[src/rtl/lot_occupancy_counter.sv]
// lot_occupancy_counter: two-beam gate decoder feeding a saturating 0..CAPACITY car count.
// Define LOT_DEBOUNCE_EN to add a DEB_CYCLES stability filter after the synchronizers.
module lot_occupancy_counter #(
  parameter int CAPACITY   = 25,
  parameter int CNT_W      = 5,
  parameter int DEB_CYCLES = 16
) (
  input  logic             CLOCK_50,
  input  logic             RSTN,
  input  logic             sensA,
  input  logic             sensB,
  output logic [CNT_W-1:0] cntNum,
  output logic             enterPulse,
  output logic             exitPulse,
  output logic             full,
  output logic             empty
);
  localparam logic [CNT_W-1:0] CAP = CNT_W'(CAPACITY);
  typedef enum logic [2:0] {IDLE, EN1, EN2, EN3, EX1, EX2, EX3} state_t;
  state_t r_state, w_state_nxt;
  logic [1:0] r_sync1, r_sync2, w_ab;
  logic w_inc, w_dec, w_do_inc, w_do_dec;
  logic [CNT_W-1:0] r_cnt, w_cnt_nxt;
  logic r_enter, r_exit, r_full, r_empty;
  always_ff @(posedge CLOCK_50 or negedge RSTN)
    if (!RSTN) begin
      r_sync1 <= '0;
      r_sync2 <= '0;
    end else begin
      r_sync1 <= {sensA, sensB};
      r_sync2 <= r_sync1;
    end
`ifdef LOT_DEBOUNCE_EN
  localparam int DW = $clog2(DEB_CYCLES + 1);
  logic [1:0] r_flt;
  for (genvar g = 0; g < 2; g++) begin : g_deb
    logic [DW-1:0] r_dcnt;
    always_ff @(posedge CLOCK_50 or negedge RSTN)
      if (!RSTN) begin
        r_dcnt   <= '0;
        r_flt[g] <= 1'b0;
      end else if (r_sync2[g] == r_flt[g]) begin
        r_dcnt <= '0;
      end else if (r_dcnt == DW'(DEB_CYCLES - 1)) begin
        r_dcnt   <= '0;
        r_flt[g] <= r_sync2[g];
      end else begin
        r_dcnt <= r_dcnt + 1'b1;
      end
  end
  assign w_ab = r_flt;
`else
  assign w_ab = r_sync2;
`endif
  always_ff @(posedge CLOCK_50 or negedge RSTN)
    if (!RSTN) r_state <= IDLE;
    else       r_state <= w_state_nxt;
  // w_ab is {a,b}: entry walks 10,11,01,00; exit walks 01,11,10,00
  always_comb begin
    w_state_nxt = IDLE;
    w_inc       = 1'b0;
    w_dec       = 1'b0;
    case (r_state)
      IDLE: w_state_nxt = (w_ab == 2'b10) ? EN1 : (w_ab == 2'b01) ? EX1 : IDLE;
      EN1:  w_state_nxt = (w_ab == 2'b10) ? EN1 : (w_ab == 2'b11) ? EN2 : IDLE;
      EN2:  w_state_nxt = (w_ab == 2'b11) ? EN2 : (w_ab == 2'b01) ? EN3 :
                          (w_ab == 2'b10) ? EN1 : IDLE;
      EN3: begin
        w_state_nxt = (w_ab == 2'b01) ? EN3 : (w_ab == 2'b11) ? EN2 : IDLE;
        w_inc       = (w_ab == 2'b00);
      end
      EX1:  w_state_nxt = (w_ab == 2'b01) ? EX1 : (w_ab == 2'b11) ? EX2 : IDLE;
      EX2:  w_state_nxt = (w_ab == 2'b11) ? EX2 : (w_ab == 2'b10) ? EX3 :
                          (w_ab == 2'b01) ? EX1 : IDLE;
      EX3: begin
        w_state_nxt = (w_ab == 2'b10) ? EX3 : (w_ab == 2'b11) ? EX2 : IDLE;
        w_dec       = (w_ab == 2'b00);
      end
      default: w_state_nxt = IDLE;
    endcase
  end
  assign w_do_inc  = w_inc && (r_cnt != CAP);
  assign w_do_dec  = w_dec && (r_cnt != '0);
  assign w_cnt_nxt = w_do_inc ? r_cnt + 1'b1 : w_do_dec ? r_cnt - 1'b1 : r_cnt;
  always_ff @(posedge CLOCK_50 or negedge RSTN)
    if (!RSTN) begin
      r_cnt   <= '0;
      r_enter <= 1'b0;
      r_exit  <= 1'b0;
      r_full  <= 1'b0;
      r_empty <= 1'b1;
    end else begin
      r_cnt   <= w_cnt_nxt;
      r_enter <= w_do_inc;
      r_exit  <= w_do_dec;
      r_full  <= (w_cnt_nxt == CAP);
      r_empty <= (w_cnt_nxt == '0);
    end
  assign cntNum     = r_cnt;
  assign enterPulse = r_enter;
  assign exitPulse  = r_exit;
  assign full       = r_full;
  assign empty      = r_empty;
endmodule

[config.mk]
export PLATFORM = sky130hd
export DESIGN_NAME = lot_occupancy_counter
export DESIGN_NICKNAME = d
export VERILOG_FILES = /design/src/rtl/lot_occupancy_counter.sv
export SDC_FILE = /design/constraint.sdc
export NUM_CORES = 1
export LEC_CHECK = 0
export ABC_AREA = 1
export ABC_CLOCK_PERIOD_IN_PS = 4200
export CORE_UTILIZATION = 30
export CTS_CLUSTER_DIAMETER = 60
export DETAILED_ROUTE_END_ITERATION = 8
export HOLD_SLACK_MARGIN = 0.08
export SYNTH_ARGS = -nofsm -noshare
export SYNTH_HDL_FRONTEND = slang
export SYNTH_SLANG_ARGS = --single-unit
[constraint.sdc]
create_clock -name CLOCK_50 -period 4.2 [get_ports CLOCK_50]
set_input_delay 0.63 -clock CLOCK_50 [delete_from_list [all_inputs] [get_ports CLOCK_50]]
set_output_delay 0.63 -clock CLOCK_50 [all_outputs]
set_load 0.01 [all_outputs]
==> reports/qor.tcl, run 1 <==
set qor(yosys_most_used_dff) {sky130_fd_sc_hd__dfrtp_1}
set qor(initial_core_util) 0.326
set qor(worst_path_max_delay_cell) {sky130_fd_sc_hd__dfstp_2}
set qor(synth.yosys.seq_area_share) 0.394
set qor(post-route-period-util) 0.470
set qor(end_kind) {output port}
set qor(hold_path_class) {reg -> reg}
set qor(timing_worst_slew_pin_value_ps) 718
set qor(finalMaxSlewViolations) 0
set qor(dr.pass1.iters) 4
set qor(drc) 0
set qor(area.growth.synth_to_final_pct) 20.8
set qor(syn-mean-instance-area_um2) 8.70
set qor(timing.max_cap.violations) 0
set qor(ctsLongestPathBuffers) 2
set qor(synth_edf_count) 0
set qor(critical_path_peak_fanout) 1
set qor(final.setup.tns_ps) 0
set qor(holdBufCountCts) 0
set qor(route.detailed.vias_per_inst) 4.75
set qor(irDropWorstVdd_v) 0.000155
set qor(cts_root_buf) {sky130_fd_sc_hd__clkbuf_4}
set qor(die-width_um) 60.3
set qor(power-per-cell-area_nw_per_um2) 447
set qor(clkTransAtPathRegs_ps) 90
set qor(floorplan.rows) 20
set qor(timing_worst_setup_path_type) {reg -> out}
set qor(synth.net_count) 131
set qor(grt.overflow.total) 0
set qor(clk-insertion-delay-late_ps) 280
set qor(final_period_minus_worst_setup_slack_ps) 1970
set qor(synthTopCellsByArea) {sky130_fd_sc_hd__dfrtp_1 (37%), sky130_fd_sc_hd__ha_1 (12%), sky130_fd_sc_hd__nand3_1 (6.4%)}
set qor(grt_util_all_layers) 0.127
set qor(largest_delay_share_family_worst_path) {flip-flops}
set qor(tritoncts) {built}
set qor(leakagePower_uw) 0.000594
set qor(final_area_um2) 1230
set qor(grt_setup_unrepaired) {no}
set qor(timing.slew.headroom) 0.520
set qor(switching_share) 0.397
set qor(hold_violations) 0
set qor(share_comb_of_total_power) 0.388
set qor(grt_first_pass_wirelength_um) 3400
set qor(mappedNetlistArea_um2) 1020
set qor(detail_route.wirelength_um) 1960
set qor(post_cts.repair.setup_buffers) 0
set qor(synth.ff_latch_count) 16
set qor(tritoncts_buffer_count) 3
set qor(synth_most_common_cell) {sky130_fd_sc_hd__nand2_1}
set qor(hold_path_depth) 0
set qor(timing.critical_path.buf_inv) 1
set qor(top_level_ports) 13
set qor(setup_viol_count_final) 0
set qor(grt_start_max_net_pins) 17
set qor(max_stage_delay_ps) 540
set qor(worst-endpoint-arrival_ps) 1340
set qor(intPower_uw) 331
set qor(critPathRequiredTime_ps) 3570
set qor(number_of_warnings_issued_by_yosys) 0
set qor(timing.fmax_mhz) 507
set qor(post_dp_cell_area_um2) 1190
set qor(num-nets-final) 148
set qor(antenna_found_initial) 0
set qor(power.net_switching_uw) 218
set qor(globalplace.congestion) 0.866
set qor(final_layout_size_suffix_gt1_frac) 0.211
set qor(number_of_distinct_library_cell_variants_in_the_gate_level_netlist_after_synthesis) 22
set qor(portBuffers) 12
set qor(synthDominantCellAreaShare) 0.369
set qor(hold_start) {r_sync1[1]}
set qor(worstRegToRegCells) 10
set qor(h-tree-depth) 1
set qor(grt_pass1_vias) 775
set qor(ant_nets) 0
set qor(tritoncts_num_sinks) 16
set qor(n_antenna_cell) 0
set qor(p_clk_frac) 0.184
set qor(synth_common_cells) {sky130_fd_sc_hd__nand2_1 (17), sky130_fd_sc_hd__inv_1 (16), sky130_fd_sc_hd__dfrtp_1 (15)}
set qor(routed-via-count) 840
set qor(worst_r2r_endpoint) {empty}
set qor(seqPwrFrac) 0.428
set qor(netlist_instances) 117
set qor(initialDrtViolationCount) 23
set qor(floorplan.die_area_um2) 3630
set qor(wl_per_cell_um) 11.1
set qor(core_area_um2) 3130
set qor(run_status) {finished, final reports clean}
set qor(worst_setup_path_start_kind) {register}
set qor(timing.hold.worst_endpoint) {r_sync2[1]}
set qor(die_height_um) 60.3
set qor(timing.critical_path.cells) {clkdlybuf4s50_1}
set qor(crit-reg2reg-launch) {cntNum[0]}
set qor(largest_area_contributor_in_the_synthesized_netlist) {sky130_fd_sc_hd__dfrtp_1}
set qor(finClkSkew_ps) 3.08
set qor(synthArstFlopShare) 1.00
set qor(rrSetupSlack_ps) 2520
set qor(cts_repair_resize_count) 0
set qor(place.detailed.hpwl_um) 1530
-- flip-flops by register name, indices dropped and copies added (netlist names) --
name and cells:
full 1, r_state 3, exitPulse 1, cntNum 5
r_sync1 2, empty 1, r_sync2 2, enterPulse 1
-- stage by stage --
step                cells  hold WS (ps)   util  worst slack (ps)  total power [uW]
floorplan             117           331      -              2710               374
global placement      173           333  0.382              2530               449
detailed placement    173           340  0.382              2540               450
CTS                   177           364  0.393              2210               556
global route          177           366  0.393              2130               596
finish                177           360  0.393              2230               550
-- cell families (layout without fill, tap and decap cells) --
logic type / after synthesis / count (layout) / share of synthesized area
AND/OR/NAND/NOR: 62 / 62 / 0.342
buffers and inverters: 19 / 35 / 0.0713
flip-flops: 16 / 16 / 0.394
adder cells (fa/ha/maj): 10 / 10 / 0.123
AO/OA/AOI/OAI: 9 / 9 / 0.0614
XOR/XNOR: 1 / 1 / 0.00860
-- layout make-up --
cell class | count | area (um^2)
repair buffers | 12 | 120
clock buffers | 4 | 36.3
flip-flops and latches | 16 | 402
multi-input cells | 82 | 544
well taps | 44 | 55.1
inverters | 19 | 72.6
fillers | 323 | 1900
-- cells in the final DEF (no fill, tap or decap) --
cell	netlist	final
sky130_fd_sc_hd__nand3_2	4	4
sky130_fd_sc_hd__nor3_1	3	3
sky130_fd_sc_hd__clkdlybuf4s50_1	0	12
sky130_fd_sc_hd__dfrtp_1	15	15
sky130_fd_sc_hd__o311ai_0	1	1
sky130_fd_sc_hd__xor2_1	1	1
sky130_fd_sc_hd__nand2_1	17	17
sky130_fd_sc_hd__o211ai_1	1	1
sky130_fd_sc_hd__o21ai_2	1	1
sky130_fd_sc_hd__clkbuf_4	0	3
sky130_fd_sc_hd__nor2_2	4	4
sky130_fd_sc_hd__nor2_4	3	3
sky130_fd_sc_hd__clkinv_2	1	1
sky130_fd_sc_hd__nand2_4	1	1
sky130_fd_sc_hd__nor2_1	5	5
sky130_fd_sc_hd__inv_1	16	16
sky130_fd_sc_hd__o2111ai_1	2	2
sky130_fd_sc_hd__dfstp_2	1	1
sky130_fd_sc_hd__ha_1	10	10
sky130_fd_sc_hd__nand2_2	7	7
sky130_fd_sc_hd__nand3_1	13	13
sky130_fd_sc_hd__clkbuf_8	0	1
sky130_fd_sc_hd__o21ai_0	4	4
sky130_fd_sc_hd__nand4_1	5	5
sky130_fd_sc_hd__inv_2	2	2
-- worst max path at each step --
| stage | from | endpoint | slack, ps | depth (start not counted) |
|---|---|---|---|---|
| after floorplan | cntNum[0] | empty | 2710 | 10 |
| after global placement | cntNum[0] | empty | 2530 | 10 |
| after detailed placement | cntNum[0] | empty | 2540 | 10 |
| after CTS | empty | empty | 2210 | 1 |
| after global routing | cntNum[2] | cntNum[2] | 2130 | 1 |
| final | empty | empty | 2230 | 1 |
-- layer usage --
metal  share of wire  global-route usage  vias to the layer above
met3           0.053              0.0325                        4
met1            0.48               0.173                      398
met5               0                   0                        -
met2            0.46               0.185                       25
li1                -                   -                      413
met4          0.0082              0.0598                        0
-- power by group through the flow --
stage          clock network (uW)  registers, uW  logic [uW]
3_5_place_dp                    0            237         213
3_3_place_gp                    0            236         213
4_1_cts                       108            234         214
6_report                      101            235         213
5_1_grt                       113            242         241
2_1_floorplan                   0            235         139
No activity file was read; power rests on OpenSTA's default activity.
==> run 2: changes to the inputs <==
--- a/config.mk
+++ b/config.mk
@@ -6,7 +6,7 @@
 export NUM_CORES = 1
 export LEC_CHECK = 0
 export ABC_AREA = 1
-export ABC_CLOCK_PERIOD_IN_PS = 4200
+export ABC_CLOCK_PERIOD_IN_PS = 1800
 export CORE_UTILIZATION = 30
 export CTS_CLUSTER_DIAMETER = 60
 export DETAILED_ROUTE_END_ITERATION = 8
==> constraint.sdc (replaced) <==
create_clock -name CLOCK_50 -period 1.8 [get_ports CLOCK_50]
set_input_delay 0.27 -clock CLOCK_50 [delete_from_list [all_inputs] [get_ports CLOCK_50]]
set_output_delay 0.27 -clock CLOCK_50 [all_outputs]
set_load 0.01 [all_outputs]
==> run 2 against run 1 <==
  * Final cell count increased by 0.56%
  * Via count increased by 0.12%
  * Sequential cell count unchanged
  * Clock-buffer cell count unchanged
  * Register-to-register slack got worse by 2300 ps
  * Core utilization increased by 0.36 points
  * Clock power increased by 130%
  * Worst hold slack got worse by 63 ps
  * First-iteration DRC count decreased by 17%
  * Clock skew increased by 1.3 ps
  * Critical path depth unchanged
  * Critical endpoint is now cntNum[2]
  * Largest cell class unchanged
==> reports/qor.tcl, run 2 (synthesized netlist as in run 1, its figures left out) <==
set qor(portBuffers) 12
set qor(finClkSkew_ps) 4.39
set qor(final_period_minus_worst_setup_slack_ps) 1620
set qor(post_cts.repair.setup_buffers) 0
set qor(max_stage_delay_ps) 590
set qor(worst-endpoint-arrival_ps) 1350
set qor(globalplace.congestion) 0.859
set qor(post-route-period-util) 0.900
set qor(critPathRequiredTime_ps) 1530
set qor(grt.overflow.total) 0
set qor(tritoncts_num_sinks) 16
set qor(layout_commonest_cell) {sky130_fd_sc_hd__nand2_1}
set qor(timing.critical_path.cells) {clkdlybuf4s50_1}
set qor(fillerInstances) 307
set qor(antenna_found_initial) 0
set qor(route.detailed.vias_per_inst) 4.72
set qor(holdBufCountCts) 0
set qor(clkTransAtPathRegs_ps) 90
set qor(rrSetupSlack_ps) 180
set qor(finalMaxSlewViolations) 0
set qor(ant_nets) 0
set qor(post-place-ws_ps) 171
set qor(wl_per_cell_um) 10.9
set qor(tritoncts_buffer_count) 3
set qor(worst_setup_path_start_kind) {register}
set qor(area.growth.synth_to_final_pct) 21.9
set qor(n_antenna_cell) 0
set qor(grt_pass1_vias) 750
set qor(setup_viol_count_final) 0
set qor(timing.critical_path.buf_inv) 1
set qor(num-nets-final) 149
set qor(clk-insertion-delay-late_ps) 280
set qor(hold_path_class) {in -> async}
set qor(cts_root_buf) {sky130_fd_sc_hd__clkbuf_4}
set qor(detail_route.wirelength_um) 1930
set qor(timing.max_cap.violations) 0
set qor(crit-reg2reg-launch) {r_sync2[0]}
set qor(final_critical_path_setup_slack_ps) 180
set qor(initialDrtViolationCount) 19
set qor(power-per-cell-area_nw_per_um2) 1040
set qor(grt_setup_unrepaired) {no}
set qor(tritoncts) {built}
set qor(run_status) {finished, final reports clean}
set qor(largest_delay_share_family_worst_path) {buffers and inverters}
set qor(worst_r2r_endpoint) {empty}
set qor(timing.fmax_mhz) 617
set qor(die-width_um) 60.3
set qor(critical_path_peak_fanout) 7
set qor(largest_register_ffs) 5
set qor(timing.slew.headroom) 0.682
set qor(hold_violations) 0
set qor(h-tree-depth) 1
set qor(floorplan.rows) 20
set qor(initial_core_util) 0.326
set qor(core_area_um2) 3130
set qor(grt_start_max_net_pins) 17
set qor(worstRegToRegCells) 11
set qor(leakagePower_uw) 0.000596
set qor(grt_first_pass_wirelength_um) 3270
set qor(power_uw) 1290
set qor(dr.pass1.iters) 4
set qor(timing_worst_slew_pin_value_ps) 471
set qor(drc) 0
set qor(routed-via-count) 841
set qor(worst_path_max_delay_cell) {sky130_fd_sc_hd__clkdlybuf4s50_1}
set qor(final_layout_size_suffix_gt1_frac) 0.231
set qor(numPlacedInstances) 174
set qor(end_kind) {output port}
set qor(die_height_um) 60.3
set qor(layout_common_cells) {sky130_fd_sc_hd__nand2_1 (17), sky130_fd_sc_hd__inv_1 (16), sky130_fd_sc_hd__dfrtp_1 (14)}
set qor(layout.cells.non_filler) 178
set qor(timing_worst_setup_path_type) {reg -> out}
set qor(final.setup.tns_ps) 0
set qor(grt_util_all_layers) 0.120
set qor(floorplan.die_area_um2) 3630
set qor(top_level_ports) 13
set qor(utilization_after_layout) 0.397
set qor(ctsLongestPathBuffers) 2
set qor(irDropWorstVdd_v) 0.000435
set qor(place.detailed.hpwl_um) 1540
## run 2: layer usage
layer	track usage	wire length, um
met2	0.173	860
met5	0	0
met1	0.174	919
met3	0.0173	111
met4	0.0598	42
## run 2: how the worst max path moves through the flow
stage	cells after the start	slack (ps)	start	end
2_1_floorplan	10	310	cntNum[0]	empty
3_3_place_gp	10	160	cntNum[0]	empty
3_5_place_dp	10	170	cntNum[0]	empty
4_1_cts	10	130	cntNum[0]	empty
5_1_grt	10	20	cntNum[0]	empty
6_report	1	180	cntNum[2]	cntNum[2]
## run 2: area by class of cell
class | count | area, um^2 | share of cell area
multi-input cells | 82 | 547 | 0.441
flip-flops and latches | 16 | 403 | 0.325
repair buffers | 13 | 128 | 0.103
inverters | 19 | 72.6 | 0.0585
well taps | 44 | 55.1 | 0.0444
clock buffers | 4 | 36.3 | 0.0292
## run 2: repair_timing
action                                  4_1_cts  5_1_grt
endpoints found under the setup margin        0        2
hold endpoints to repair                      0        0
resized for setup                             0        2
## run 2: report_power, final
group	switching, uW	internal, uW	leakage [uW]
Clock	108	123	0.0000210
Combinational	289	218	0.000371
Sequential	108	440	0.000205
Total	506	781	0.000596
## run 2: worst register-to-register path, stage by stage, from the launching register on
cell,delay [ps]
sky130_fd_sc_hd__dfrtp_1,430
sky130_fd_sc_hd__inv_1,100
sky130_fd_sc_hd__ha_1,230
sky130_fd_sc_hd__inv_1,150
sky130_fd_sc_hd__nor2_4,90
sky130_fd_sc_hd__nand2_4,90
sky130_fd_sc_hd__clkinv_2,100
sky130_fd_sc_hd__nand2_1,80
sky130_fd_sc_hd__o21ai_2,60
sky130_fd_sc_hd__nor2_2,90
sky130_fd_sc_hd__nand2_1,70
sky130_fd_sc_hd__nor2_2,90
## run 2: metrics by stage
step | hold WS, ps | instance area [um^2]
finish | 297 | 1240
global route | 305 | 1240
CTS | 300 | 1240
detailed placement | 335 | 1200
global placement | 334 | 1200
floorplan | -25.6 | 1020
